==> src/rtl/ft64_bmm_pkg.sv <==
// ft64_bmm_pkg: shared op encodings, FSM states, matrix index maximum and op legality for the 8x8 bit-matrix unit (transpose legal only with FT64_BMM_MTRANS_EN)
package ft64_bmm_pkg;
  localparam int BMM_N = 7;
  typedef enum logic [1:0] {OP_MOR = 2'b00, OP_MXOR = 2'b01, OP_MTRANS = 2'b10, OP_RSVD = 2'b11} op_e;
  typedef enum logic [1:0] {ST_IDLE, ST_RUN, ST_DONE} state_e;
  function automatic logic op_legal(input logic [1:0] op);
`ifdef FT64_BMM_MTRANS_EN
    return op != OP_RSVD;
`else
    return op == OP_MOR || op == OP_MXOR;
`endif
  endfunction
endpackage

==> src/rtl/ft64_bmm_row.sv <==
// ft64_bmm_row: one result row; i_row = row r of A, i_b = all of B (A itself for transpose), i_r = row index, i_op = op, o_row = row r of the result (0 for illegal ops)
module ft64_bmm_row
  import ft64_bmm_pkg::*;
(
  input  logic [7:0]  i_row,
  input  logic [63:0] i_b,
  input  logic [2:0]  i_r,
  input  logic [1:0]  i_op,
  output logic [7:0]  o_row
);
  logic [7:0] w_or, w_xor;
  always_comb begin
    w_or = '0;
    w_xor = '0;
    for (int j = 0; j < 8; j++)
      for (int k = 0; k < 8; k++) begin
        w_or[7-j] = w_or[7-j] | (i_row[7-k] & i_b[{3'(7 - k), 3'(7 - j)}]);
        w_xor[7-j] = w_xor[7-j] ^ (i_row[7-k] & i_b[{3'(7 - k), 3'(7 - j)}]);
      end
  end
`ifdef FT64_BMM_MTRANS_EN
  logic [7:0] w_tr;
  always_comb begin
    w_tr = '0;
    for (int j = 0; j < 8; j++)
      w_tr[7-j] = i_b[{3'(7 - j), ~i_r}];
  end
  assign o_row = i_op == OP_MOR ? w_or : i_op == OP_MXOR ? w_xor : i_op == OP_MTRANS ? w_tr : 8'h00;
`else
  logic w_unused;
  assign w_unused = ^i_r;
  assign o_row = i_op == OP_MOR ? w_or : i_op == OP_MXOR ? w_xor : 8'h00;
`endif
endmodule

==> src/rtl/ft64_bmm_iter.sv <==
// ft64_bmm_iter: iterative 8x8 bit-matrix MOR/MXOR/MTRANS, one row per clock, 8-clock latency; ports clk/rst/clear, ld/op/a/b/id in, idle, o_valid/o_ready/o/o_id/exc out; FT64_BMM_MTRANS_EN enables transpose
module ft64_bmm_iter
  import ft64_bmm_pkg::*;
#(
  parameter int DBW = 64,
  parameter int N = BMM_N
) (
  input  logic           clk,
  input  logic           rst,
  input  logic           clear,
  input  logic           ld,
  input  logic [1:0]     op,
  input  logic [DBW-1:0] a,
  input  logic [DBW-1:0] b,
  input  logic [4:0]     id,
  output logic           idle,
  output logic           o_valid,
  input  logic           o_ready,
  output logic [DBW-1:0] o,
  output logic [4:0]     o_id,
  output logic           exc
);
  state_e r_state, w_nxt;
  logic [2:0] r_cnt;
  logic [DBW-1:0] r_a, r_b, r_o;
  logic [1:0] r_op;
  logic [4:0] r_id;
  logic r_exc, w_acc;
  logic [7:0] w_row;
  assign idle = r_state == ST_IDLE || (r_state == ST_DONE && o_ready);
  assign w_acc = ld && idle && !clear;
  assign o_valid = r_state == ST_DONE;
  assign o = r_o;
  assign o_id = r_id;
  assign exc = r_exc;
  always_comb begin
    w_nxt = clear ? ST_IDLE :
            w_acc ? ST_RUN :
            (r_state == ST_RUN && r_cnt == 3'(N)) ? ST_DONE :
            (r_state == ST_DONE && o_ready) ? ST_IDLE : r_state;
  end
  always_ff @(posedge clk) r_state <= rst ? ST_IDLE : w_nxt;
  ft64_bmm_row u_row (
    .i_row(r_a[{~r_cnt, 3'b000} +: 8]),
    .i_b  (r_b),
    .i_r  (r_cnt),
    .i_op (r_op),
    .o_row(w_row)
  );
  // Transpose reads columns of A through the B path, so A is latched there too.
  always_ff @(posedge clk) begin
    if (rst) begin
      r_cnt <= '0;
      r_a <= '0;
      r_b <= '0;
      r_o <= '0;
      r_op <= OP_MOR;
      r_id <= '0;
      r_exc <= 1'b0;
    end else if (clear) r_cnt <= '0;
    else if (w_acc) begin
      r_cnt <= '0;
      r_a <= a;
      r_b <= op == OP_MTRANS ? a : b;
      r_o <= '0;
      r_op <= op;
      r_id <= id;
      r_exc <= !op_legal(op);
    end else if (r_state == ST_RUN) begin
      r_o[{~r_cnt, 3'b000} +: 8] <= w_row;
      r_cnt <= r_cnt + 3'd1;
    end
  end
endmodule

==> config.mk <==
export PLATFORM = sky130hd
export DESIGN_NAME = ft64_bmm_iter
export DESIGN_NICKNAME = d
export VERILOG_FILES = /design/src/rtl/ft64_bmm_pkg.sv /design/src/rtl/ft64_bmm_row.sv /design/src/rtl/ft64_bmm_iter.sv
export SDC_FILE = /design/constraint.sdc
export NUM_CORES = 1
export LEC_CHECK = 0
export ABC_AREA = 1
export BUFFER_PORTS_ARGS = -buffer_cell sky130_fd_sc_hd__buf_2
export CORE_MARGIN = 2
export CORE_UTILIZATION = 60
export CTS_CLUSTER_DIAMETER = 150
export DETAILED_ROUTE_END_ITERATION = 7
export PLACE_DENSITY_LB_ADDON = 0.3
export SYNTH_ARGS = -nofsm -noshare
export SYNTH_HDL_FRONTEND = slang
export SYNTH_SLANG_ARGS = --single-unit
==> constraint.sdc <==
create_clock -name clk -period 5.5 [get_ports clk]
set_input_delay 0.55 -clock clk [delete_from_list [all_inputs] [get_ports clk]]
set_output_delay 0.55 -clock clk [all_outputs]
set_load 0.005 [all_outputs]
==> results.yml, run 1 <==
status:
  outcome: "finished, final reports clean"
timing:
  worst_pin_slew_ns: 1.19
  rsz0062_at_grt: "no"
  period_share_pct: 75.7
  max_freq_mhz: 240
  slew_headroom_pct: 20.3
  skew_ns: 0.0150
  period_needed_ns: 4.16
  fin_setup_tns_ns: 0
  setup_viol: 0
  maxSlewViolCount: 0
  hold_viol: 0
worst_setup_path:
  path_class: "reg2reg"
  end_kind: "flop"
  start_kind: "flop"
  reg2reg_to: "o[6]$_SDFFE_PP0P_"
  slowest_stage: "ha_1"
  cp.required_ns: 5.92
  worst-path-max-fanout: 35
  r2r_start: "r_cnt[1]$_SDFFE_PP0N_"
  crit_arrival_ns: 4.58
  r2r_setup_slack_ns: 1.34
  cp_common_cell: "nor2_1"
  crit_path_cell_trace: "inv_4 > ha_1 > clkinv_1 > nand4_1 > nor2_1 > nor2_1 > nand2_1 > a21oi_1"
  slowest_delay_ns: 1.07
  rr_worst_depth: 8
global_route:
  grtUsageTotal_pct: 35.5
  overflow: 0
  grt_pass1_vias: 10200
  grt_max_degree: 125
  grt_pass1_wl_um: 52400
  antenna_found_initial: 0
floorplan:
  io_pins: 212
  core_area_um2: 17300
  start_util_pct: 61.3
  rows: 48
  dieArea_um2: 18800
  fp.dieW_um: 137
  die_h_um: 137
finish:
  syn_to_final_growth_pct: 15.3
  final_common_cell: "nand2_1"
  post-route-util_pct: 70.7
  drive_above_1_share_pct: 20.1
  antennaDiodeCount: 0
  fill_cells: 1432
  mostFrequentLayoutCells: "nand2_1 (373), buf_2 (211), nand3_1 (206)"
  nNetsFinal: 1848
detailed_routing:
  dr.pass1.iters: 7
  drt-initial-drc-count: 1382
  drc: 0
  drt.antenna.violating_nets: 0
  wl_per_cell_um: 17.2
  drt_wl_total_um: 33200
  viasPerCell: 5.83
  vias: 11300
clocking:
  tritoncts: "built"
  cts_setup_buffers: 0
  clock_latency_ns: 0.51
  cts_buffers: 21
  cts-root-buf: "clkbuf_16"
  cts_resized: 0
  clock-sinks: 205
  clockBufferDepth: 3
  h-tree-depth: 1
  cts_hold_buffers: 0
  clkTransAtPathRegs_ns: 0.06
logic_synthesis:
  seq_area_frac_synth_pct: 38.7
  yosys_warnings: 0
  synthFlopType: "dfxtp_1"
  synth.distinct_cells: 31
  synth-edff-count: 0
  syn_nets: 1703
  synth_seq_cells: 205
  synthesis.area_um2: 10600
  syn_area_per_cell_um2: 6.84
  async_flop_share_pct: 0
  syn_inst: 1550
placed_design:
  post-dp-hpwl_um: 23700
  io_buffers: 211
  gp_congestion: 0.931
pwr:
  seq_power_share_pct: 46.2
  pwr-share-comb_pct: 13.7
  p_per_area_nw_per_um2: 283
  internal_power_mw: 2.51
  leakage_nw: 5.36
  pwr-share-clk_pct: 40.1
  p_switching_mw: 0.949
  ir_drop_mv: 0.212
  swShare_pct: 27.4
min_path:
  worstHoldPathType: "in2reg"
  min_from: "id[3]"
  whs_endpoint: "o_id[3]$_SDFFE_PP0P_"
  whs_path_depth: 3
flow_run:
  maxCapViolations: 0
[synthesized netlist by cell type (13+ instances only)]
library cell / n / share of area, %
dfxtp_1: 205 / 39
inv_1: 140 / 5.0
a21oi_1: 154 / 7.3
nor2_2: 23 / 1.4
nand3_2: 31 / 2.9
nor2_1: 57 / 2.0
ha_1: 13 / 1.5
clkbuf_1: 75 / 2.7
a31oi_1: 68 / 4.0
o21ai_0: 131 / 6.2
nand2_1: 374 / 13
nand3_1: 207 / 9.8
[state kept, by name (all words and copies together), names as in the netlist]
name	cells
o	64
r_a	64
r_b	64
o_id	5
r_cnt	3
r_op	2
r_state	2
exc	1
[kinds of logic after synthesis]
| group | count (synthesis) | synth area share, % |
|---|---|---|
| buffers and inverters | 248 | 9.64 |
| AO/OA/AOI/OAI | 356 | 17.7 |
| flip-flops | 205 | 38.7 |
| adder cells (fa/ha/maj) | 13 | 1.53 |
| AND/OR/NAND/NOR | 728 | 32.5 |
[worst max path at each step]
stage,start,end
finish,r_cnt[1]$_SDFFE_PP0N_,o[6]$_SDFFE_PP0P_
floorplan,r_cnt[0]$_SDFFE_PP0N_,o[32]$_SDFFE_PP0P_
CTS,r_cnt[1]$_SDFFE_PP0N_,o[6]$_SDFFE_PP0P_
detailed placement,r_cnt[1]$_SDFFE_PP0N_,o[6]$_SDFFE_PP0P_
global placement,r_cnt[1]$_SDFFE_PP0N_,o[1]$_SDFFE_PP0P_
global route,r_cnt[1]$_SDFFE_PP0N_,o[6]$_SDFFE_PP0P_
[critical path: cells and delay by family (launching register included)]
| family | cells | cell delay, ns |
|---|---|---|
| flops | 1 | 0.89 |
| compound gates | 1 | 0.15 |
| simple gates | 4 | 0.97 |
| fa+ha+maj | 1 | 1.07 |
| buf+inv | 2 | 0.98 |
[per-layer routing]
layer  up-vias  share of wire (%)  GRT usage [%]
li1       5438                  -              -
met1      5141                 41           49.1
met2       590                 44           54.3
met3       107                 10           7.22
met4         0                4.0           14.1
met5         -                  0              0
[power groups by stage]
stage               Clock [mW]  Sequential [mW]  Combinational [mW]
finish                    1.39             1.60               0.476
global route              1.46             1.60               0.529
CTS                       1.39             1.60               0.466
detailed placement           0             1.63               0.462
global placement             0             1.63               0.454
floorplan                    0             1.61               0.318
[metrics by stage]
stage | cells | power, mW | hold slack [ns] | area, µm² | setup WS (ns)
global route | 1933 | 3.59 | 0.299 | 12200 | 0.874
CTS | 1933 | 3.45 | 0.282 | 12200 | 1.41
detailed placement | 1897 | 2.09 | 0.446 | 11600 | 1.51
global placement | 1897 | 2.08 | 0.439 | 11600 | 1.61
finish | 1933 | 3.46 | 0.290 | 12200 | 1.34
floorplan | 1550 | 1.93 | 0.429 | 10600 | 2.50
[cell type report]
| class | count | area (µm²) | share of cell area, % |
|---|---|---|---|
| clock inverter | 6 | 58.8 | 0.481 |
| inverter | 152 | 582 | 4.76 |
| sequential | 205 | 4110 | 33.6 |
| timing repair buffer | 218 | 1110 | 9.06 |
| tap | 225 | 282 | 2.30 |
| clock buffer | 30 | 599 | 4.90 |
| multi-input combinational | 1097 | 5500 | 44.9 |
Power figures use the tool's default switching activity.
==> inputs of run 2 (changes only) <==
--- a/config.mk
+++ b/config.mk
@@ -5,10 +5,10 @@
 export SDC_FILE = /design/constraint.sdc
 export NUM_CORES = 1
 export LEC_CHECK = 0
-export ABC_AREA = 1
+export ABC_AREA = 0
 export BUFFER_PORTS_ARGS = -buffer_cell sky130_fd_sc_hd__buf_2
 export CORE_MARGIN = 2
-export CORE_UTILIZATION = 60
+export CORE_UTILIZATION = 50
 export CTS_CLUSTER_DIAMETER = 150
 export DETAILED_ROUTE_END_ITERATION = 7
 export PLACE_DENSITY_LB_ADDON = 0.3
==> constraint.sdc (replaced) <==
create_clock -name clk -period 3.4 [get_ports clk]
set_input_delay 0.34 -clock clk [delete_from_list [all_inputs] [get_ports clk]]
set_output_delay 0.34 -clock clk [all_outputs]
set_load 0.005 [all_outputs]
==> run 2 against run 1 <==
Compared with the run above: core utilization decreased by 8.6 points; highest routed layer unchanged; global-route usage is 6.7 points lower; first-iteration DRC count shrank 43%; critical path type unchanged; flip-flop and latch count is the same; clock power up 94%; via count is 17% lower; hold slack worse by 0.22 ns; largest power group is now the clock network; critical path depth unchanged; register-to-register slack got worse by 0.92 ns; non-clock buffer count up 33; cell area fell by 1.2%; sequential power grew 61%.
==> results.yml, run 2 <==
status:
  outcome: "finished, final reports clean"
worst_setup_path:
  rr_worst_depth: 8
  crit_end: "o[6]$_SDFFE_PP0P_"
  worst-path-max-fanout: 24
  slowest_stage: "nor2_1"
  r2r_start: "r_cnt[0]$_SDFFE_PP0N_"
  reg2reg_to: "o[6]$_SDFFE_PP0P_"
  start_kind: "flop"
  crit_buf_inv: 1
  slowest_delay_ns: 0.48
  crit_arrival_ns: 3.42
  crit_path_start: "r_cnt[0]$_SDFFE_PP0N_"
  path_class: "reg2reg"
  crit_path_cell_trace: "buf_4 > ha_1 > ha_1 > or3_1 > or3_1 > nor2_1 > a21oi_1 > o21ai_1"
  crit_family: "simple AND/OR/NAND/NOR gates"
  end_kind: "flop"
  cp.required_ns: 3.84
  crit_cells: 8
  r2r_setup_slack_ns: 0.41
detailed_routing:
  wl_per_cell_um: 18.7
  vias: 9325
  drc: 0
  viasPerCell: 5.69
  drt-initial-drc-count: 787
  drt_wl_total_um: 30700
  drt.antenna.violating_nets: 0
  dr.pass1.iters: 5
min_path:
  min_from: "id[1]"
  worstHoldPathType: "in2reg"
finish:
  syn_to_final_growth_pct: 22.1
  mostFrequentLayoutCells: "nand2_1 (246), buf_2 (210), dfxtp_1 (204)"
  fin_area_um2: 12100
  post-route-util_pct: 62.1
  instances_no_fill: 1639
  final_common_cell: "nand2_1"
  antennaDiodeCount: 0
  drive_above_1_share_pct: 23.4
  nNetsFinal: 1513
floorplan:
  dieArea_um2: 20900
  core_area_um2: 19500
  start_util_pct: 50.8
  die_h_um: 145
  io_pins: 212
  rows: 51
  fp.dieW_um: 145
timing:
  fin_ws_ns: 0.414
  max_freq_mhz: 335
  period_needed_ns: 2.99
  skew_ns: 0.00806
  hold_viol: 0
  period_share_pct: 87.8
  whs_ns: 0.0700
  worst_pin_slew_ns: 0.998
  setup_viol: 0
  slew_headroom_pct: 33.5
  fin_setup_tns_ns: 0
  rsz0062_at_grt: "no"
  maxSlewViolCount: 0
logic_synthesis:
  async_flop_share_pct: 0
  synth.distinct_cells: 45
  syn_area_per_cell_um2: 8.54
  yosysTopAreaCellShare_pct: 41.5
  yosys_warnings: 0
  syn_nets: 1311
  synth_seq_cells: 205
  synthTopCellsByArea: "dfxtp_1 (41%), nand2_1 (9.3%), mux2i_1 (9.1%)"
  seq_area_frac_synth_pct: 41.5
  syn_inst: 1158
  synth_top_area_cell: "dfxtp_1"
  synthesis.area_um2: 9890
  synth_common_cells: "nand2_1 (246), dfxtp_1 (205), a21oi_1 (108)"
  synthFlopType: "dfxtp_1"
  post-synth-top-count-cell: "nand2_1"
  synth-edff-count: 0
pwr:
  power_mw: 5.98
  ir_drop_mv: 0.365
  p_per_area_nw_per_um2: 495
  leakage_nw: 5.02
placed_design:
  dp.cells: 1600
  post-dp-hpwl_um: 22800
  io_buffers: 211
  placed_area_um2: 11300
  gp_congestion: 0.969
  post-place-ws_ns: 0.495
clocking:
  tritoncts: "built"
  cts_hold_buffers: 0
  cts_setup_buffers: 0
  cts_resized: 0
  h-tree-depth: 1
  clock_latency_ns: 0.51
  clockBufferDepth: 3
  cts_buffers: 23
  cts-root-buf: "clkbuf_16"
  clkTransAtPathRegs_ns: 0.06
  clock-sinks: 205
global_route:
  grtUsageTotal_pct: 28.8
  grt_max_degree: 97
  overflow: 0
  grt_pass1_vias: 8321
  grt_pass1_wl_um: 46500
  antenna_found_initial: 0
flow_run:
  maxCapViolations: 0
## run 2: area by class of cell
cell class,instances,area (µm²)
tap,265,332
inverter,12,45.0
clock buffer,28,624
clock inverter,11,200
timing repair buffer,251,1380
multi-input combinational,867,5390
sequential,205,4110
fill,1729,7380
## run 2: metal layers
layer | share of wire (%) | wire [µm] | GRT usage (%)
met1 | 45 | 13700 | 41.0
met2 | 46 | 14000 | 46.1
met3 | 7.1 | 2190 | 4.28
met4 | 2.3 | 699 | 7.66
met5 | 0 | 0 | 0
## run 2: worst min-delay path, stage by stage
cell	delay, ns
buf_2	0.09
nand2_1	0.04
a21oi_1	0.05
## run 2: report_power, final
part | switching (mW) | leakage [nW] | internal, mW
registers | 0.0850 | 1.67 | 2.50
logic | 0.423 | 2.95 | 0.273
clock network | 1.01 | 0.398 | 1.69
total | 1.52 | 5.02 | 4.46
## run 2: worst min path at each step
| stage | to | cells past startpoint |
|---|---|---|
| final | o_id[1]$_SDFFE_PP0P_ | 3 |
| after global routing | o_id[3]$_SDFFE_PP0P_ | 3 |
| after CTS | o_id[1]$_SDFFE_PP0P_ | 3 |
| after detailed placement | o[27]$_SDFFE_PP0P_ | 2 |
| after global placement | o[60]$_SDFFE_PP0P_ | 2 |
| after floorplan | r_a[14]$_SDFFE_PP0P_ | 2 |
## run 2: kinds of logic (layout without fill, tap and decap cells)
kind of cell               after synthesis  in the layout  synth area share [%]
and+or+nand+nor                        420            420                  17.8
AOI/OAI and AO/OA                      301            301                  19.3
DFF                                    205            205                  41.5
muxes                                   96             96                  10.2
buffers and inverters                   86            302                  4.15
xor gates and xnor gates                37             37                  5.35
adders and majority gates               13             13                  1.64
==> inputs of run 3 (changes only) <==
--- a/config.mk
+++ b/config.mk
@@ -8,10 +8,11 @@
 export ABC_AREA = 0
 export BUFFER_PORTS_ARGS = -buffer_cell sky130_fd_sc_hd__buf_2
 export CORE_MARGIN = 2
-export CORE_UTILIZATION = 50
+export CORE_UTILIZATION = 30
 export CTS_CLUSTER_DIAMETER = 150
 export DETAILED_ROUTE_END_ITERATION = 7
 export PLACE_DENSITY_LB_ADDON = 0.3
+export SETUP_SLACK_MARGIN = 0.05
 export SYNTH_ARGS = -nofsm -noshare
 export SYNTH_HDL_FRONTEND = slang
 export SYNTH_SLANG_ARGS = --single-unit
==> run 3 against run 2 <==
Compared with the run above: clock skew increased by 0.0048 ns; via count is 1.9% lower; cell area up 1.2%; setup slack got worse by 0.013 ns; sequential share of layout area shrank 0.38 points.
==> results.yml, run 3 (synthesized netlist as in run 2, its figures left out) <==
placed_design:
  io_buffers: 211
  post-dp-hpwl_um: 26400
  placed_area_um2: 11400
  gp_congestion: 0.960
clocking:
  tritoncts: "built"
  clock_latency_ns: 0.51
  clockBufferDepth: 3
  cts-root-buf: "clkbuf_16"
  clkTransAtPathRegs_ns: 0.06
  clock-sinks: 205
  h-tree-depth: 1
  cts_buffers: 23
pwr:
  pwr-share-clk_pct: 43.6
  swShare_pct: 26.2
  ir_drop_mv: 0.263
  pwr-share-comb_pct: 11.8
  p_switching_mw: 1.52
  internal_power_mw: 4.28
  power_mw: 5.80
  leakage_nw: 4.97
  p_per_area_nw_per_um2: 475
  seq_power_share_pct: 44.6
global_route:
  grt_pass1_vias: 8580
  antenna_found_initial: 1
  grt_max_degree: 95
  overflow: 0
  grtUsageTotal_pct: 19.4
  grt_pass1_wl_um: 50800
worst_setup_path:
  crit_path_cell_trace: "nor2b_1 > buf_4 > a22oi_2 > and2_1 > a222oi_1 > a41oi_4 > a22oi_1 > o21ai_0"
  crit_arrival_ns: 3.38
  path_class: "reg2reg"
  crit_buf_inv: 1
  slowest_stage: "dfxtp_1"
  start_kind: "flop"
  cp.required_ns: 3.78
  worst-path-max-fanout: 14
  crit_family: "compound AO/OA/AOI/OAI gates"
  slowest_delay_ns: 0.64
  end_kind: "flop"
detailed_routing:
  dr.pass1.iters: 5
  drt.antenna.violating_nets: 0
  vias: 9147
  drt-initial-drc-count: 787
  wl_per_cell_um: 18.8
  met2_length_um: 15600
  drc: 0
  viasPerCell: 5.06
  top_layer: "met5"
  drt_wl_total_um: 34000
  met3_length_um: 2170
  wl_met1_um: 15400
finish:
  nNetsFinal: 1503
  syn_to_final_growth_pct: 23.5
  mostFrequentLayoutCells: "nand2_1 (246), buf_2 (210), dfxtp_1 (204)"
  fin_area_um2: 12200
  fill_cells: 3422
  post-route-util_pct: 37.6
  antennaDiodeCount: 0
  drive_above_1_share_pct: 22.9
  final_common_cell: "nand2_1"
timing:
  maxSlewViolCount: 0
  worst_pin_slew_ns: 1.06
  skew_ns: 0.0129
  setup_viol: 0
  rsz0062_at_grt: "no"
  fin_setup_tns_ns: 0
  max_freq_mhz: 333
  period_needed_ns: 3.00
  slew_headroom_pct: 29.4
  period_share_pct: 88.2
  hold_viol: 0
floorplan:
  rows: 66
  dieArea_um2: 34500
  io_pins: 212
  fp.dieW_um: 186
  core_area_um2: 32500
  die_h_um: 186
  start_util_pct: 30.4
min_path:
  worstHoldPathType: "in2reg"
flow_run:
  maxCapViolations: 0
status:
  outcome: "finished, final reports clean"
==> run 3: path summary, 6_finish.rpt <==
check                        startpoint                    to  slack (ns)  cells past startpoint
setup / recovery  r_cnt[1]$_SDFFE_PP0N_     o[8]$_SDFFE_PP0P_        0.40                      8
hold / removal                    id[1]  o_id[1]$_SDFFE_PP0P_        0.06                      3
setup reg to reg  r_cnt[1]$_SDFFE_PP0N_     o[8]$_SDFFE_PP0P_        0.40                      8
hold reg to reg      o[28]$_SDFFE_PP0P_    o[28]$_SDFFE_PP0P_        0.44                      2
==> run 3: routing by layer <==
metal / track usage, % / vias to the layer above
met3: 2.35 / 49
met1: 26.9 / 4270
met2: 31.9 / 342
met5: 0 / -
li1: - / 4484
met4: 5.32 / 2
==> run 3: worst register-to-register path, stage by stage (launching register included) <==
cell,delay [ns]
dfxtp_1,0.64
nor2b_1,0.36
buf_4,0.20
a22oi_2,0.14
and2_1,0.25
a222oi_1,0.58
a41oi_4,0.34
a22oi_1,0.25
o21ai_0,0.10
==> run 3: layout make-up <==
cell class,instances,area (µm²),area share (%)
Multi-Input combinational cell,867,5410,44.3
Sequential cell,205,4110,33.6
Timing Repair Buffer,241,1330,10.9
Clock buffer,31,666,5.45
Tap cell,442,553,4.52
Clock inverter,9,105,0.860
Inverter,12,45.0,0.368
==> run 3: timing repair <==
item | 4_1_cts | 5_1_grt
setup endpoints to repair | 0 | 23
setup buffers | 0 | 2
hold buffers | 0 | 0
gates resized for setup | 0 | 3
==> run 3: metrics by stage <==
step	hold slack [ns]	std cells	worst slack [ns]
after floorplan	0.433	1158	0.475
after global placement	0.435	1765	0.341
after detailed placement	0.436	1765	0.212
after CTS	0.0464	1805	0.170
after global routing	0.0622	1807	0.136
final	0.0636	1807	0.401
==> run 3: power by group through the flow <==
stage	registers (mW)	clock network, mW	logic (mW)
floorplan	2.59	0	0.442
global placement	2.64	0	0.669
detailed placement	2.64	0	0.676
CTS	2.58	2.59	0.678
global route	2.59	2.68	0.750
finish	2.59	2.53	0.685
